==> src/rtl/hyperbus_pkg.sv <==
// Shared HyperBus transaction/data channel types and FSM state encoding.
// Struct field widths are fixed here; arbiter parameters must agree with them.
package hyperbus_pkg;

   localparam int HB_BURST_WIDTH = 12;
   localparam int HB_NR_CS       = 2;

   typedef struct packed {
      logic [HB_NR_CS-1:0]       cs;
      logic                      write;
      logic [HB_BURST_WIDTH-1:0] burst;
      logic                      burst_type;
      logic                      address_space;
      logic [31:0]               address;
   } trans_t;

   typedef struct packed {
      logic [15:0] data;
      logic [1:0]  strb;
   } tx_t;

   typedef struct packed {
      logic        last;
      logic        error;
      logic [15:0] data;
   } rx_t;

   typedef struct packed {
      logic last;
      logic error;
   } b_t;

   typedef enum logic [1:0] {
      ST_IDLE,
      ST_ISSUE,
      ST_READ,
      ST_WRITE
   } arb_state_e;

endpackage

==> src/rtl/hyperbus_rr_sel.sv <==
// Round-robin picker: first set bit of req at or after ptr, wrapping modulo NR_REQ.
module hyperbus_rr_sel #(
   parameter int NR_REQ = 2
) (
   input  logic [NR_REQ-1:0]         req,
   input  logic [$clog2(NR_REQ)-1:0] ptr,
   output logic [$clog2(NR_REQ)-1:0] idx,
   output logic                      any
);

   localparam int IDX_W = $clog2(NR_REQ);

   logic [IDX_W-1:0] cand;

   // Scan from the farthest offset down so the nearest hit to ptr wins.
   always_comb begin
      idx  = '0;
      cand = '0;
      for (int i = NR_REQ - 1; i >= 0; i--) begin
         cand = IDX_W'((int'(ptr) + i) % NR_REQ);
         if (req[cand]) idx = cand;
      end
   end

   assign any = |req;

endmodule

==> src/rtl/hyperbus_trans_arbiter.sv <==
// Arbitrates NR_REQ requesters onto one HyperBus PHY; the grant is held from
// transaction issue until the write response or last read beat.
module hyperbus_trans_arbiter
   import hyperbus_pkg::*;
#(
   parameter int NR_REQ      = 2,
   parameter int BURST_WIDTH = HB_BURST_WIDTH,
   parameter int NR_CS       = HB_NR_CS
) (
   input  logic                      clk_i,
   input  logic                      rst_i,

   input  logic   [NR_REQ-1:0]       req_trans_valid_i,
   output logic   [NR_REQ-1:0]       req_trans_ready_o,
   input  trans_t [NR_REQ-1:0]       req_trans_i,

   input  logic   [NR_REQ-1:0]       req_tx_valid_i,
   output logic   [NR_REQ-1:0]       req_tx_ready_o,
   input  tx_t    [NR_REQ-1:0]       req_tx_i,

   output logic   [NR_REQ-1:0]       req_rx_valid_o,
   input  logic   [NR_REQ-1:0]       req_rx_ready_i,
   output rx_t                       req_rx_o,

   output logic   [NR_REQ-1:0]       req_b_valid_o,
   output b_t                        req_b_o,

   output logic                      phy_trans_valid_o,
   input  logic                      phy_trans_ready_i,
   output trans_t                    phy_trans_o,

   output logic                      phy_tx_valid_o,
   input  logic                      phy_tx_ready_i,
   output tx_t                       phy_tx_o,

   input  logic                      phy_rx_valid_i,
   output logic                      phy_rx_ready_o,
   input  rx_t                       phy_rx_i,

   input  logic                      phy_b_valid_i,
   input  b_t                        phy_b_i,

   output logic [$clog2(NR_REQ)-1:0] grant_o,
   output logic                      busy_o,
   output logic                      err_o
);

   localparam int IDX_W = $clog2(NR_REQ);

   if (BURST_WIDTH != HB_BURST_WIDTH || NR_CS != HB_NR_CS || NR_REQ < 2 || NR_REQ > 8)
   begin : g_bad_cfg
      $error("hyperbus_trans_arbiter: parameters disagree with hyperbus_pkg or NR_REQ out of 2..8");
   end

   arb_state_e       state_q, state_d;
   logic [IDX_W-1:0] grant_q, grant_d;
   logic [IDX_W-1:0] rr_ptr_q, rr_ptr_d;
   logic [IDX_W-1:0] sel_idx, next_ptr;
   logic             sel_any;
   logic             err_q, err_d;

   hyperbus_rr_sel #(.NR_REQ(NR_REQ)) u_rr_sel (
      .req (req_trans_valid_i),
      .ptr (rr_ptr_q),
      .idx (sel_idx),
      .any (sel_any)
   );

   assign next_ptr = (grant_q == IDX_W'(NR_REQ - 1)) ? '0 : grant_q + 1'b1;

   always_ff @(posedge clk_i or posedge rst_i) begin
      if (rst_i) begin
         state_q  <= ST_IDLE;
         grant_q  <= '0;
         rr_ptr_q <= '0;
         err_q    <= 1'b0;
      end else begin
         state_q  <= state_d;
         grant_q  <= grant_d;
         rr_ptr_q <= rr_ptr_d;
         err_q    <= err_d;
      end
   end

   always_comb begin
      state_d           = state_q;
      grant_d           = grant_q;
      rr_ptr_d          = rr_ptr_q;
      err_d             = err_q;
      req_trans_ready_o = '0;
      req_tx_ready_o    = '0;
      req_rx_valid_o    = '0;
      req_b_valid_o     = '0;
      phy_trans_valid_o = 1'b0;
      phy_tx_valid_o    = 1'b0;
      // Stray read data is swallowed rather than left to stall the PHY.
      phy_rx_ready_o    = phy_rx_valid_i;

      case (state_q)
         ST_IDLE: begin
            if (sel_any) begin
               grant_d = sel_idx;
               state_d = ST_ISSUE;
            end
         end
         ST_ISSUE: begin
            phy_trans_valid_o          = req_trans_valid_i[grant_q];
            req_trans_ready_o[grant_q] = phy_trans_ready_i;
            if (!req_trans_valid_i[grant_q]) err_d = 1'b1;
            if (req_trans_valid_i[grant_q] && phy_trans_ready_i)
               state_d = req_trans_i[grant_q].write ? ST_WRITE : ST_READ;
         end
         ST_WRITE: begin
            phy_tx_valid_o          = req_tx_valid_i[grant_q];
            req_tx_ready_o[grant_q] = phy_tx_ready_i;
            if (phy_b_valid_i) begin
               req_b_valid_o[grant_q] = 1'b1;
               state_d                = ST_IDLE;
               rr_ptr_d               = next_ptr;
            end
         end
         ST_READ: begin
            req_rx_valid_o[grant_q] = phy_rx_valid_i;
            phy_rx_ready_o          = req_rx_ready_i[grant_q];
            if (phy_rx_valid_i && req_rx_ready_i[grant_q] && phy_rx_i.last) begin
               state_d  = ST_IDLE;
               rr_ptr_d = next_ptr;
            end
         end
         default: state_d = ST_IDLE;
      endcase

      if (phy_b_valid_i && state_q != ST_WRITE) err_d = 1'b1;
      if (phy_rx_valid_i && state_q != ST_READ) err_d = 1'b1;
   end

   assign phy_trans_o = req_trans_i[grant_q];
   assign phy_tx_o    = req_tx_i[grant_q];
   assign req_rx_o    = phy_rx_i;
   assign req_b_o     = phy_b_i;
   assign grant_o     = grant_q;
   assign busy_o      = (state_q != ST_IDLE);
   assign err_o       = err_q;

endmodule
==> config.mk <==
export PLATFORM = sky130hd
export DESIGN_NAME = hyperbus_trans_arbiter
export DESIGN_NICKNAME = d
export VERILOG_FILES = /design/src/rtl/hyperbus_pkg.sv /design/src/rtl/hyperbus_rr_sel.sv /design/src/rtl/hyperbus_trans_arbiter.sv
export SDC_FILE = /design/constraint.sdc
export NUM_CORES = 1
export LEC_CHECK = 0
export CAP_MARGIN = 10
export CORE_MARGIN = 10
export CORE_UTILIZATION = 19
export DETAILED_ROUTE_END_ITERATION = 6
export GPL_TIMING_DRIVEN = 0
export PLACE_DENSITY = 0.81
export SLEW_MARGIN = 25
export SYNTH_ARGS = -nofsm -noshare
export SYNTH_HDL_FRONTEND = slang
export SYNTH_SLANG_ARGS = --single-unit
==> constraint.sdc <==
create_clock -name clk_i -period 1.94 [get_ports clk_i]
set_clock_uncertainty 0.2 [all_clocks]
set_input_delay 0.194 -clock clk_i [delete_from_list [all_inputs] [get_ports clk_i]]
set_output_delay 0.194 -clock clk_i [all_outputs]
set_load 0.05 [all_outputs]
After elaboration in Yosys (flattened, before gate mapping)
Cells that the tools add are included.
{"block": "op_classes", "n_addsub": 2, "multipliers": 0, "div": 0, "magnitude_cmp": 4, "eq_ne": 10, "shift": 0, "mux": 40, "bitwise": 3, "reduce_logical": 15}
{"operator": "$mux W49", "n": 2}
{"operator": "$mux W18", "n": 2}
{"operator": "$mux W1", "n": 24}
{"operator": "$mux W2", "n": 9}
{"operator": "$ne A2 B2 Y1 const B", "n": 6}
{"operator": "$pmux W2 S4", "n": 1}
{"operator": "$and A2 B2 Y2", "n": 3}
{"operator": "$logic_and A1 B1 Y1", "n": 6}
{"operator": "$lt A1 B2 Y1 const B", "n": 3}
{"operator": "$eq A2 B2 Y1 const B", "n": 2}
{"operator": "$reduce_and A2 Y1", "n": 2}
{"operator": "$reduce_and A4 Y1", "n": 1}
{"operator": "$reduce_bool A2 Y1", "n": 2}
{"operator": "$ne A3 B1 Y1 const B", "n": 1}
{"operator": "$reduce_and A3 Y1", "n": 1}
{"operator": "$reduce_bool A3 Y1", "n": 1}
{"operator": "$add A1 B1 Y1 const B", "n": 2}
{"operator": "$eq A2 B1 Y1 const B", "n": 1}
{"operator": "$logic_not A2 Y1", "n": 1}
{"operator": "$pmux W1 S2", "n": 1}
{"operator": "$reduce_or A2 Y1", "n": 1}
{"operator": "$demux W1 S1", "n": 1}
{"operator": "$ge A1 B1 Y1 const B", "n": 1}
{"block": "totals", "regBits": 5, "latchBits": 0, "mem_bits_rw": 0, "rom_bits": 0, "input_bits": 166, "out_inout_bits": 101, "elab_cells": 78, "n_memories": 0}

Longest topological paths before layout
Gate-level depths: netlist (run 1).
{"block": "logic_depth", "word_depth": 6, "mapped_depth": 4, "mapped_depth_nobuf": 3}

By module
From an unflattened synthesis (run 1), not the netlist that was laid out.
{"block": "unflattened", "hier_cells": 149, "area_unflattened_um2": 1358.8}
{"module": "hyperbus_trans_arbiter", "n_inst": 1, "cells_per_inst": 146, "area_per_inst_um2": 1341.3, "seq_area_each_um2": 125.1}
{"module": "hyperbus_rr_sel", "n_inst": 1, "cells_per_inst": 3, "area_per_inst_um2": 17.5, "seq_area_each_um2": 0.0}

Worst setup path before layout (run 1)
No wires, ideal clock.
{"block": "synth_timing", "kind": "reg2out", "start": "register grant_q, in the netlist grant_o", "end": "output port req_rx_valid_o[1]", "arrival_ns": 2.147, "path_slack_ns": -0.601, "stages_incl_launch_ff": 4, "path_buffers": 1, "path_cell_list": "dfrtp_1 -> buf_2 -> inv_2 -> nor3_1"}
{"block": "synth_via", "elab_chain_cells": 6}
{"item": "from (decl)", "line_no": "hyperbus_trans_arbiter.sv:56", "text": "logic [IDX_W-1:0] grant_q, grant_d;"}
{"item": "from (signal assigned)", "line_no": "hyperbus_trans_arbiter.sv:79", "text": "grant_q <= grant_d;"}
{"item": "$lt A1 B2 Y1 (not written as such) or $ge A1 B1 Y1 (tied branches)", "line_no": "hyperbus_trans_arbiter.sv:123", "text": "req_rx_valid_o[grant_q] = phy_rx_valid_i;"}
{"item": "$logic_and A1 B1 Y1 (not written as such)", "line_no": "hyperbus_trans_arbiter.sv:123"}
{"item": "$mux W1 (not written as such)", "line_no": "hyperbus_trans_arbiter.sv:123"}
{"item": "$demux W1 S1 *", "line_no": "hyperbus_trans_arbiter.sv:123"}
{"item": "$and A2 B2 Y2 (no line) *"}
{"item": "$mux W2 *", "line_no": "hyperbus_trans_arbiter.sv:99", "text": "case (state_q)"}
{"item": "to (decl)", "line_no": "hyperbus_trans_arbiter.sv:21", "text": "output logic [NR_REQ-1:0] req_rx_valid_o,"}
Mark *: on every way between the ends. The rest lies on a longest branch, timed or not.

==> qor.yml, run 1 <==
layout:
  num_antenna_cells: 0
  fin_area_mm2: 0.00394
  nets: 564
  mostFrequentLayoutCells: "167 x clkdlybuf4s50_1, 67 x buf_4, 54 x mux2_1"
  drive_gt1_share_pct: 34.0
  layout_commonest_cell: "clkdlybuf4s50_1"
  syn_to_final_growth_pct: 195
  stdcell_count: 493
routing:
  wire_per_inst_um: 22.0
  viasPerCell: 4.29
  firstDrtPassIters: 4
  wirelength_mm: 10.8
  vias: 2116
  ant_nets: 0
  drc: 0
  drt_iter0_drc: 77
synthesis:
  synth_top_family_by_area: "multiplexers"
  syn_inst: 144
  synth_compound_area_share_pct: 4.59
  postSynthAreaPerCell_um2: 9.27
  seq_area_frac_synth_pct: 9.37
  syn_area_mm2: 0.00134
  synth_mux_area_share_pct: 60.4
  synth_seq_cells: 5
  yosysWarnings: 0
  synth_fa_ha_area_share_pct: 0
  yosys.area_share.simple_pct: 8.25
  synth_fp_nets: 310
  ys_types: 24
  synthXorXnorAreaFrac_pct: 0
timing:
  fin_ws_ns: 0.00402
  fin_crit_sh_pct: 99.8
  slew_headroom_pct: 66.8
  max_freq_ghz: 0.517
  worst_pin_slew_ns: 0.485
  setup_viol: 0
  min_period_ns: 1.94
  hold_violations: 0
  grt_setup_unrepaired: "yes"
  drv_slew: 0
worst_hold_path:
  worst_hold_path.num_cells: 1
  worstHoldPathType: "register to register"
worst_setup_path:
  worstSetupEndpointType: "output pin"
  path_delay_family: "buffers and inverters"
  crit_cells: 4
  worstPathArrival_ns: 1.54
  ff2ff_path_depth: 4
  crit_chain: "buf_12 > buf_8 > mux2_2 > buf_4"
  critPathMaxFanout: 10
  crit_required_ns: 1.55
  cp.buffers_inverters: 3
  critPathMaxStageDelay_ns: 0.42
  worst_setup_path_start_kind: "register"
  ff2ff_setup_slack_ns: 0.20
  path_class: "register to output pin"
  crit_path_top_delay_cell: "dfrtp_2"
die:
  coreArea_mm2: 0.00679
  die_y_um: 104
  core.rowCount: 30
  fp.dieArea_mm2: 0.0108
  ios: 267
  initial_utilization_pct: 19.7
  dieWidth_um: 104
grt:
  globalRouteMet1Util_pct: 20.0
  grt_pass1_wl_mm: 15.6
  grt_pass1_vias: 2245
  top_usage_layer: "met2"
  antenna_found_initial: 0
  grt_max_degree: 11
  grt_use_met2_pct: 35.0
  grt_util_met3_pct: 6.13
  grt_use_total_pct: 18.7
  grt_overflow_total: 0
clock_network:
  clock-root-buffer: "clkbuf_8"
  clock_latency_ns: 0.22
  cts_tree: "built"
  clockBufferDepth: 2
  clkSlewWorstSetupHoldPaths_ns: 0.04
  h-tree-depth: 1
  clock_sinks: 5
  cts_buffers: 3
place:
  place_ws_ns: -0.508
  dp.cells: 487
  port_buffers: 247
  dpl-instance-area_mm2: 0.00396
  place_hpwl_mm: 9.68
  gp_congestion: 0.808
power_and_ir_drop:
  vdd_drop_max_uv: 663
  cellPowerDensity_mw_per_mm2: 1290
  cellLeakagePower_uw: 0.00169
flow_run:
  cap_violations: 0
run_status:
  outcome: "complete, no violations"
## layout make-up
type	instances	area, µm²
buffer	30	274
clock buffer	4	45.0
fill	653	2850
inverter	4	15.0
multi-input combinational	105	1020
sequential	5	126
tap	96	120
timing repair buffer	249	2340
## power breakdown
part,total (µW),switching [µW],internal [µW]
logic,4700,2960,1740
registers,193,42.5,150
clock network,194,53.2,141
## routing by layer
metal	up-vias	part of all wire, %
li1	1006	-
met1	983	38
met2	121	54
met3	6	7.1
met4	0	0.84
met5	-	0
## sequential cells by signal, indices dropped and copies added, names as in the netlist
register	flops
state_q	2
err_o	1
grant_o	1
rr_ptr_q	1
## final timing paths
kind,to,from
min in group asynchronous,err_o$_DFFE_PP0P_,rst_i
max in group asynchronous,grant_o$_DFFE_PP0P_,rst_i
setup reg to reg,rr_ptr_q$_DFFE_PP0P_,grant_o$_DFFE_PP0P_
setup / recovery,phy_tx_o[14],grant_o$_DFFE_PP0P_
hold / removal,err_o$_DFFE_PP0P_,err_o$_DFFE_PP0P_
hold reg to reg,err_o$_DFFE_PP0P_,err_o$_DFFE_PP0P_
## cell usage after synthesis
master / instances / area (µm²)
nand3b_1: 1 / 7.51
buf_2: 3 / 15.0
o311ai_1: 1 / 8.76
nor3_1: 4 / 20.0
mux2_2: 7 / 78.8
mux2i_1: 4 / 40.0
nand3_1: 2 / 10.0
nor3b_1: 1 / 7.51
o21ai_0: 1 / 5.00
a211oi_1: 1 / 7.51
inv_1: 3 / 11.3
a31oi_1: 1 / 6.26
nand2_1: 6 / 22.5
dfrtp_1: 5 / 125
mux2_1: 61 / 687
buf_4: 27 / 203
o31ai_1: 1 / 7.51
a21o_1: 1 / 7.51
nor2_1: 8 / 30.0
nand2b_1: 2 / 12.5
a211o_1: 1 / 8.76
inv_2: 1 / 3.75
a21oi_1: 1 / 5.00
o21ai_1: 1 / 5.00
## worst reg2reg max path: stages (launching register included)
cell	delay, ns
dfrtp_2	0.45
buf_4	0.16
mux2i_2	0.17
o31ai_1	0.29
mux2_1	0.34
## through the flow
stage | hold WS, ns | util [%] | setup TNS (ns) | total power, µW
3_5_place_dp | 0.212 | 58.3 | -32.96 | 4840
3_3_place_gp | 0.205 | 58.3 | -33.39 | 4820
2_1_floorplan | -0.228 | - | -0.132 | 3270
5_1_grt | 0.330 | 58.0 | -0.894 | 5300
4_1_cts | 0.301 | 55.9 | -0.260 | 4840
6_report | 0.289 | 58.0 | 0 | 5090
## kinds of logic (layout without fill, tap and decap cells)
logic type,count (synthesis),count (layout)
AOI/OAI and AO/OA,9,9
and+or+nand+nor,24,24
muxes,72,72
buffers and inverters,34,287
DFF,5,5
## repair_timing
| item | CTS | global route |
|---|---|---|
| hold buffers | 1 | 0 |
| setup endpoints to repair | 80 | 75 |
| endpoints found under the hold margin | 5 | 0 |
| gates resized for setup | 403 | 115 |
| buffers inserted | 1 | 0 |
| pin swaps | 0 | 0 |
Note: power is estimated with default switching activity, not from simulation.
==> inputs of run 2 (changes only) <==
--- a/config.mk
+++ b/config.mk
@@ -13,3 +13,2 @@
 export PLACE_DENSITY = 0.81
-export SLEW_MARGIN = 25
 export SYNTH_ARGS = -nofsm -noshare
==> constraint.sdc (replaced) <==
create_clock -name clk_i -period 1.94 [get_ports clk_i]
set_clock_uncertainty 0.2 [all_clocks]
set_input_delay 0.582 -clock clk_i [delete_from_list [all_inputs] [get_ports clk_i]]
set_output_delay 0.582 -clock clk_i [all_outputs]
set_load 0.05 [all_outputs]
==> qor.yml, run 2 (synthesis gave the netlist of run 1 again) <==
layout:
  mostFrequentLayoutCells: "128 x clkdlybuf4s50_1, 70 x buf_6, 67 x mux2_4"  # was 167 x clkdlybuf4s50_1, 67 x buf_4, 54 x mux2_1
  nets: 575  # was 564
  regMostFlops: "state_q"  # unchanged
  layout_commonest_cell: "clkdlybuf4s50_1"  # unchanged
  syn_to_final_growth_pct: 250  # was 195%
  post-route-util_pct: 68.8  # was 58.0%
  largest_reg_flops: 2  # unchanged
  drive_gt1_share_pct: 56.9  # was 34.0%
place:
  port_buffers: 247  # unchanged
  gp_congestion: 0.827  # was 0.808
  place_hpwl_mm: 9.61  # was 9.68 mm
timing:
  max_freq_ghz: 0.446  # was 0.517 GHz
  setup_tns_ns: -19.65  # was 0 ns
  setup_viol: 79  # was 0
  fin_ws_ns: -0.300  # was 0.00402 ns
  fin_crit_sh_pct: 115  # was 99.8%
  slew_headroom_pct: 66.7  # was 66.8%
  drv_slew: 0  # unchanged
  worst_pin_slew_ns: 0.501  # was 0.485 ns
  min_period_ns: 2.24  # was 1.94 ns
  grt_setup_unrepaired: "yes"  # unchanged
  hold_violations: 0  # unchanged
clock_network:
  cts-hold-fix-buffers: 0  # was 1
  cts_buffers: 3  # unchanged
  h-tree-depth: 1  # unchanged
  cts_tree: "built"  # unchanged
  clock-root-buffer: "clkbuf_8"  # unchanged
  clockBufferDepth: 2  # unchanged
  clock_latency_ns: 0.23  # was 0.22 ns
  clock_sinks: 5  # unchanged
  clkSlewWorstSetupHoldPaths_ns: 0.04  # about the same
power_and_ir_drop:
  cellLeakagePower_uw: 0.00219  # was 0.00169 µW
  cellPowerDensity_mw_per_mm2: 1380  # was 1290 mW/mm²
  vdd_drop_max_uv: 872  # was 663 µV
worst_setup_path:
  critPathMaxFanout: 1  # was 10
  worstPathArrival_ns: 1.46  # was 1.54 ns
  crit_chain: "clkdlybuf4s50_1 > mux2_4 > buf_4"  # was buf_12 > buf_8 > mux2_2 > buf_4
  worst_setup_path_start_kind: "input pin"  # was register
  crit_required_ns: 1.16  # was 1.55 ns
  cp.buffers_inverters: 2  # was 3
  path_class: "input pin to output pin"  # was register to output pin
  crit_path_top_delay_cell: "clkdlybuf4s50_1"  # was dfrtp_2
  critPathMaxStageDelay_ns: 0.42  # about the same
  path_delay_family: "buffers and inverters"  # unchanged
  worstSetupEndpointType: "output pin"  # unchanged
routing:
  ant_nets: 0  # unchanged
  drt_iter0_drc: 36  # was 77
  firstDrtPassIters: 4  # unchanged
  vias: 2112  # was 2116
  wl_met3_um: 723  # was 772 µm
  wire_per_inst_um: 21.2  # was 22.0 µm
  m1WireLength_mm: 3.82  # was 4.15 mm
  viasPerCell: 4.18  # was 4.29
  dr.max_layer_used: "met4"  # unchanged
  drc: 0  # unchanged
  wirelength_mm: 10.7  # was 10.8 mm
  met2_wirelength_mm: 6.12  # was 5.81 mm
die:
  coreArea_mm2: 0.00679  # unchanged
  fp.dieArea_mm2: 0.0108  # unchanged
  core.rowCount: 30  # unchanged
  initial_utilization_pct: 19.7  # unchanged
  dieWidth_um: 104  # unchanged
  ios: 267  # unchanged
  die_y_um: 104  # unchanged
grt:
  grt_pass1_vias: 2402  # was 2245
  grt_max_degree: 11  # unchanged
  grt_overflow_total: 0  # unchanged
  grt_use_total_pct: 18.4  # was 18.7%
  grt_pass1_wl_mm: 15.6  # about the same
  antenna_found_initial: 1  # was 0
run_status:
  outcome: "complete, but fails checks"  # was complete, no violations
  violations: "setup timing"
flow_run:
  cap_violations: 0  # unchanged
worst_hold_path:
  worstHoldPathType: "register to register"  # unchanged
==> run 2: path summary, 6_finish.rpt <==
| kind | start | endpoint | slack [ns] | cells after the start |
|---|---|---|---|---|
| hold / removal | err_o$_DFFE_PP0P_ | err_o$_DFFE_PP0P_ | 0.26 | 1 |
| min in group asynchronous | rst_i | err_o$_DFFE_PP0P_ | 0.37 | 2 |
| setup reg to reg | grant_o$_DFFE_PP0P_ | rr_ptr_q$_DFFE_PP0P_ | 0.14 | 4 |
| max in group asynchronous | rst_i | state_q[0]$_DFFE_PP0P_ | 0.97 | 2 |
| hold reg to reg | err_o$_DFFE_PP0P_ | err_o$_DFFE_PP0P_ | 0.26 | 1 |
| setup / recovery | req_trans_i[9] | phy_trans_o[9] | -0.30 | 3 |
==> run 2: metrics by stage <==
stage	hold slack [ns]	instance area [µm²]	total power [µW]	setup slack, ns	std cells
3_5_place_dp	0.251	4280	5480	-1.21	487
3_3_place_gp	0.247	4280	5450	-1.18	487
5_1_grt	0.279	4670	6680	-0.333	504
2_1_floorplan	0.160	1680	3970	-0.170	144
6_report	0.259	4670	6460	-0.300	505
4_1_cts	0.259	4590	6310	-0.320	502
==> run 2: layer usage <==
layer,track usage [%],vias to the layer above
li1,-,1022
met1,18.8,969
met2,36.9,117
met3,4.96,4
met4,1.49,0
met5,0,-
==> run 2: final cells by class <==
type                            instances  area (µm²)
Clock buffer                            4        45.0
Buffer                                 30         333
Timing Repair Buffer                  260        2670
Antenna cell                            1        2.50
Multi-Input combinational cell        105        1360
Tap cell                               96         120
Sequential cell                         5         128
Fill cell                             523        2120
Inverter                                4        15.0
==> run 2: timing repair <==
action,4_1_cts,5_1_grt
setup buffers,11,2
endpoints found under the setup margin,102,87
gates resized for setup,652,34
pin swaps,4,2
==> run 2: where the power goes <==
group	total (µW)	switching, µW	internal, µW
Combinational	6060	3270	2790
Clock	201	59.4	142
Sequential	197	44.2	152
